--- src/rtl/program_loader.sv ---
// Streams host (address, data) byte pairs into the CPU RAM over the shared bus, holding the core off meanwhile.
// Each pair costs one MAR address load, one MAR data load and one RAM write cycle; all outputs are registered.
module program_loader #(
  parameter int ADDR_W = 4,
  parameter int DATA_W = 8,
  parameter int RAM_BYTES = 16,
  parameter logic [DATA_W-1:0] END_MARK = 8'hFF,
  localparam int CNT_W = $clog2(RAM_BYTES + 1)
) (
  input  logic              clk_i,
  input  logic              rst_i,
  input  logic              prog_en_i,
  input  logic [DATA_W-1:0] in_data_i,
  input  logic              in_valid_i,
  output logic              in_ready_o,
  output logic [DATA_W-1:0] bus_out_o,
  output logic              bus_oe_o,
  output logic              n_load_addr_o,
  output logic              n_load_data_o,
  output logic              ram_we_o,
  output logic              cpu_hold_o,
  output logic [CNT_W-1:0]  load_count_o,
  output logic              done_o,
  output logic              err_o
);

  typedef enum logic [2:0] {
    IDLE,
    GET_ADDR,
    GET_DATA,
    WR_ADDR,
    WR_DATA,
    WR_MEM,
    FINISH
  } state_t;

  localparam logic [CNT_W-1:0] CNT_MAX = CNT_W'(RAM_BYTES);

  state_t              state_q;
  logic [ADDR_W-1:0]   addr_q;
  logic [DATA_W-1:0]   data_q;
  logic                in_ready_q;
  logic [DATA_W-1:0]   bus_out_q;
  logic                bus_oe_q;
  logic                n_load_addr_q;
  logic                n_load_data_q;
  logic                ram_we_q;
  logic                cpu_hold_q;
  logic [CNT_W-1:0]    load_count_q;
  logic                done_q;
  logic                err_q;

  logic xfer;
  assign xfer = in_valid_i & in_ready_q;

  // Outputs are loaded for the state being entered, so each one is glitch-free and aligned with state_q.
  always_ff @(posedge clk_i or posedge rst_i) begin
    if (rst_i) begin
      state_q       <= IDLE;
      addr_q        <= '0;
      data_q        <= '0;
      in_ready_q    <= 1'b0;
      bus_out_q     <= '0;
      bus_oe_q      <= 1'b0;
      n_load_addr_q <= 1'b1;
      n_load_data_q <= 1'b1;
      ram_we_q      <= 1'b0;
      cpu_hold_q    <= 1'b0;
      load_count_q  <= '0;
      done_q        <= 1'b0;
      err_q         <= 1'b0;
    end else begin
      case (state_q)
        IDLE: begin
          if (prog_en_i) begin
            state_q      <= GET_ADDR;
            in_ready_q   <= 1'b1;
            cpu_hold_q   <= 1'b1;
            load_count_q <= '0;
            done_q       <= 1'b0;
            err_q        <= 1'b0;
          end
        end
        GET_ADDR: begin
          if (!prog_en_i) begin
            state_q    <= IDLE;
            in_ready_q <= 1'b0;
            cpu_hold_q <= 1'b0;
          end else if (xfer) begin
            if (in_data_i == END_MARK) begin
              state_q    <= FINISH;
              in_ready_q <= 1'b0;
              done_q     <= 1'b1;
            end else if (in_data_i[DATA_W-1:ADDR_W] != '0) begin
              err_q <= 1'b1;
            end else begin
              addr_q  <= in_data_i[ADDR_W-1:0];
              state_q <= GET_DATA;
            end
          end
        end
        GET_DATA: begin
          if (!prog_en_i) begin
            state_q    <= IDLE;
            in_ready_q <= 1'b0;
            cpu_hold_q <= 1'b0;
          end else if (xfer) begin
            data_q        <= in_data_i;
            state_q       <= WR_ADDR;
            in_ready_q    <= 1'b0;
            bus_oe_q      <= 1'b1;
            bus_out_q     <= {{(DATA_W-ADDR_W){1'b0}}, addr_q};
            n_load_addr_q <= 1'b0;
          end
        end
        WR_ADDR: begin
          state_q       <= WR_DATA;
          bus_out_q     <= data_q;
          n_load_addr_q <= 1'b1;
          n_load_data_q <= 1'b0;
        end
        WR_DATA: begin
          state_q       <= WR_MEM;
          bus_oe_q      <= 1'b0;
          bus_out_q     <= '0;
          n_load_data_q <= 1'b1;
          ram_we_q      <= 1'b1;
          if (load_count_q != CNT_MAX) load_count_q <= load_count_q + 1'b1;
        end
        WR_MEM: begin
          ram_we_q <= 1'b0;
          if (prog_en_i) begin
            state_q    <= GET_ADDR;
            in_ready_q <= 1'b1;
          end else begin
            state_q    <= IDLE;
            cpu_hold_q <= 1'b0;
          end
        end
        FINISH: begin
          if (!prog_en_i) begin
            state_q    <= IDLE;
            done_q     <= 1'b0;
            cpu_hold_q <= 1'b0;
          end
        end
        default: state_q <= IDLE;
      endcase
    end
  end

  assign in_ready_o    = in_ready_q;
  assign bus_out_o     = bus_out_q;
  assign bus_oe_o      = bus_oe_q;
  assign n_load_addr_o = n_load_addr_q;
  assign n_load_data_o = n_load_data_q;
  assign ram_we_o      = ram_we_q;
  assign cpu_hold_o    = cpu_hold_q;
  assign load_count_o  = load_count_q;
  assign done_o        = done_q;
  assign err_o         = err_q;

endmodule

--- config.mk ---
export PLATFORM = sky130hd
export DESIGN_NAME = program_loader
export DESIGN_NICKNAME = d
export VERILOG_FILES = /design/src/rtl/program_loader.sv
export SDC_FILE = /design/constraint.sdc
export NUM_CORES = 1
export LEC_CHECK = 0
export ABC_AREA = 1
export CORE_UTILIZATION = 60
export CTS_BUF_LIST = sky130_fd_sc_hd__clkbuf_4
export DETAILED_ROUTE_END_ITERATION = 10
export DONT_BUFFER_PORTS = 1
export GPL_ROUTABILITY_DRIVEN = 0
export PLACE_DENSITY = 0.83
export REMOVE_ABC_BUFFERS = 1
export SYNTH_ARGS = -nofsm -noshare
export SYNTH_HDL_FRONTEND = slang
export SYNTH_SLANG_ARGS = --single-unit
--- constraint.sdc ---
create_clock -name clk_i -period 2.9 [get_ports clk_i]
set_input_delay 0.29 -clock clk_i [delete_from_list [all_inputs] [get_ports clk_i]]
set_output_delay 0.29 -clock clk_i [all_outputs]
set_load 0.005 [all_outputs]
==> flow_summary.toml <==
[clocking]
clkTransAtPathRegs_ns = 0.11
cts_htree_levels = 2
cts_max_path_buffers = 2
tritoncts_buffer_count = 5
clock_tree_from_tritoncts = "built"
cts-resized-gates = 0
ctsRootBufferMaster = "clkbuf_4"
tritoncts_num_sinks = 36
hold_bufs_inserted_after_cts = 0
clk-insertion-delay-late_ns = 0.35
cts_post_setup_buffers_inserted = 0

[synth]
yosysWarnings = 0
synth_seq_cells = 36
synth_fa_ha_area_share_pct = 1.332
synth_area_um2 = 1879
yosysSeqAreaShare_pct = 48.07
mux_cell_area_share_after_synthesis_pct = 0
share_of_the_synthesized_netlist_area_taken_by_xor_and_xnor_gates_pct = 1.398
synthCells = 243
avgSynthCellArea_um2 = 7.734
fraction_of_synthesis_flops_using_an_asynchronous_set_or_reset_pin_pct = 100.0
postSynth.topFlopCell = "dfrtp_1"
netlist_top_cells_area = "dfrtp_1, nand2_1, nand3_1"
post_synthesis_share_of_cell_area_spent_on_and_or_nand_and_nor_gates_pct = 34.29
share_of_the_synthesized_area_in_compound_gates_ao_oa_aoi_oai_pct = 6.858
synth_area_leader_cell = "dfrtp_1"
yosys.area.top_type_share_pct = 45.27
synthDistinctLibCells = 24
post_synth_edffs = 0
main_combinational_cell_family_by_area_after_synthesis = "simple AND/OR/NAND/NOR gates"

[critical_path]
cp_top_family = "simple AND/OR/NAND/NOR gates"
crit_path_cell_trace = "nand2_1, inv_1, nand2_2, nand2_1, nor2_2, nor2_4, inv_4, nand2_1, nand2_1"
crit_path_start_kind = "flip-flop"
reg2reg_slack_ns = 1.36
crit_type = "reg2reg"
slowest_delay_ns = 0.59
r2r_end = "bus_out_o[3]"
timing.critical_path.slowest_stage_cell = "dfrtp_1"
setup.worst_path.end_class = "flip-flop"
worstRegToRegCells = 9
timing.critical_path.fanout_max = 9
crit_buf_inv = 2
crit_required_ns = 3.14
crit-reg2reg-launch = "state_q[0]"
worstPathArrival_ns = 1.78
critical_path.most_common_cell = "nand2_1"

[route]
ant_nets = 0
drt-pass1-iter-count = 7
route.met3.wl_um = 219
highest_layer = "met4"
met1_length_um = 1620
detail_route.wirelength_um = 3506
vias_per_cell = 5.333
route.vias.total = 1488
post-route-drc-count = 4
detail_route.iter0.violations = 75
avgRoutedWirePerCell_um = 12.57
wl_met2_um = 1575

[sta]
setup_total_negative_slack_ns = 0
clock_skew_ns = 0.001555
max_slew.worst_pin.slew_ns = 0.9114
timing.final.crit_share_pct = 53.26
timing.hold.ws_ns = 0.01694
tightest_slew_margin_relative_to_the_limit_pct = 39.17
timing.final.max_slew_violations = 0
final_period_minus_worst_setup_slack_ns = 1.544
report.final.hold_viol_count = 0
setup_viol = 0
achievable-frequency_mhz = 647.5
timing.final.ws_setup_ns = 1.356
grt_setup_unrepaired = "false"

[global_route]
grt_pass1_wl_um = 6134
grt_overflow_total = 0
grt.total_usage_pct = 24.55
grt_max_degree = 26
grt_pass1_vias = 1415
initial_antenna_violation_count = 0

[hold_path]
hp-class = "in2async"

[floorplanning]
die-area_um2 = 3360
die_width_um = 57.97
placeableCoreArea_um2 = 2853
floorplan.rows = 19
initial_core_util_pct = 65.88
io_pins = 33
chipHeight_um = 57.97

[final_layout]
most_frequent_cells_in_the_layout = "nand2_1, dfrtp_1, inv_1, nand3_1, nor2_1"
nets = 261
drive_gt1_share_pct = 12.10
final_core_utilization_pct = 68.03
syn2layout_area_growth_pct = 3.262
antenna_cells_inserted = 0
mostFrequentLayoutCell = "nand2_1"
post_layout_nonfiller_instances = 279

[power]
power.density_nw_per_um2 = 884.1
p_leak_nw = 1.086
power.ir.vdd_worst_uv = 524.5

[run_status]
status = "complete, but fails checks"
violated_checks = "DRC"

[placed_design]
preCtsSetupSlack_ns = 1.391
buffer_ports.inserted = 0
cell_count_after_placement = 271
detailed_place_hpwl_um = 2598

[job]
max_cap_violations = 0
## cells by family after synthesis
group,Yosys count
AND/OR/NAND/NOR,145
flip-flops,36
buffers and inverters,32
AO/OA/AOI/OAI,25
XOR/XNOR,3
adder cells (fa/ha/maj),2
## where the power goes
group	switching (mW)	leakage [nW]	internal, mW
sequential	0.174	0.474	0.691
combinational	0.378	0.577	0.203
clock	0.178	0.0349	0.0930
total	0.729	1.09	0.987
## cells in the mapped netlist, types with 3 or more instances
cell / number
nor2_1: 15
a21oi_1: 6
inv_2: 5
nand2_1: 97
nand2_2: 4
dfrtp_1: 34
nor2_2: 3
buf_6: 3
o21ai_1: 7
o21ai_0: 11
inv_1: 21
nand3_1: 20
## registers in the layout (all words and copies together), names as in the netlist, 3 cells and up
signal	cells
load_count_o	5
addr_q	4
state_q	3
bus_out_o	8
data_q	8
## layer usage
metal / global-route usage (%) / up-vias
li1: - / 764
met1: 33.43 / 670
met2: 36.45 / 45
met3: 6.920 / 9
met4: 11.56 / 0
met5: 0 / -
## layout make-up
cell class                      instances  area [um2]
Clock buffer                            5       37.54
Clock inverter                          3       18.77
Fill cell                             250       912.1
Inverter                               28       110.1
Multi-Input combinational cell        175       824.5
Sequential cell                        36       903.4
Tap cell                               31       38.79
Timing Repair Buffer                    1       7.507
## worst max-delay path by stage
stage,depth (start not counted),from,to
after global routing,9,state_q[0],bus_out_o[3]
after CTS,9,state_q[0],bus_out_o[3]
after detailed placement,9,state_q[0],bus_out_o[3]
after global placement,9,state_q[0],bus_out_o[4]
final,9,state_q[0],bus_out_o[3]
after floorplan,9,state_q[1],bus_out_o[0]
## per-stage QoR
step | instance area [um2] | total power [mW]
3_5_place_dp | 1884 | 1.452
5_1_grt | 1941 | 1.873
4_1_cts | 1941 | 1.724
3_3_place_gp | 1884 | 1.425
6_report | 1941 | 1.716
2_1_floorplan | 1838 | 1.312
No activity file was read; power rests on OpenSTA's default activity.
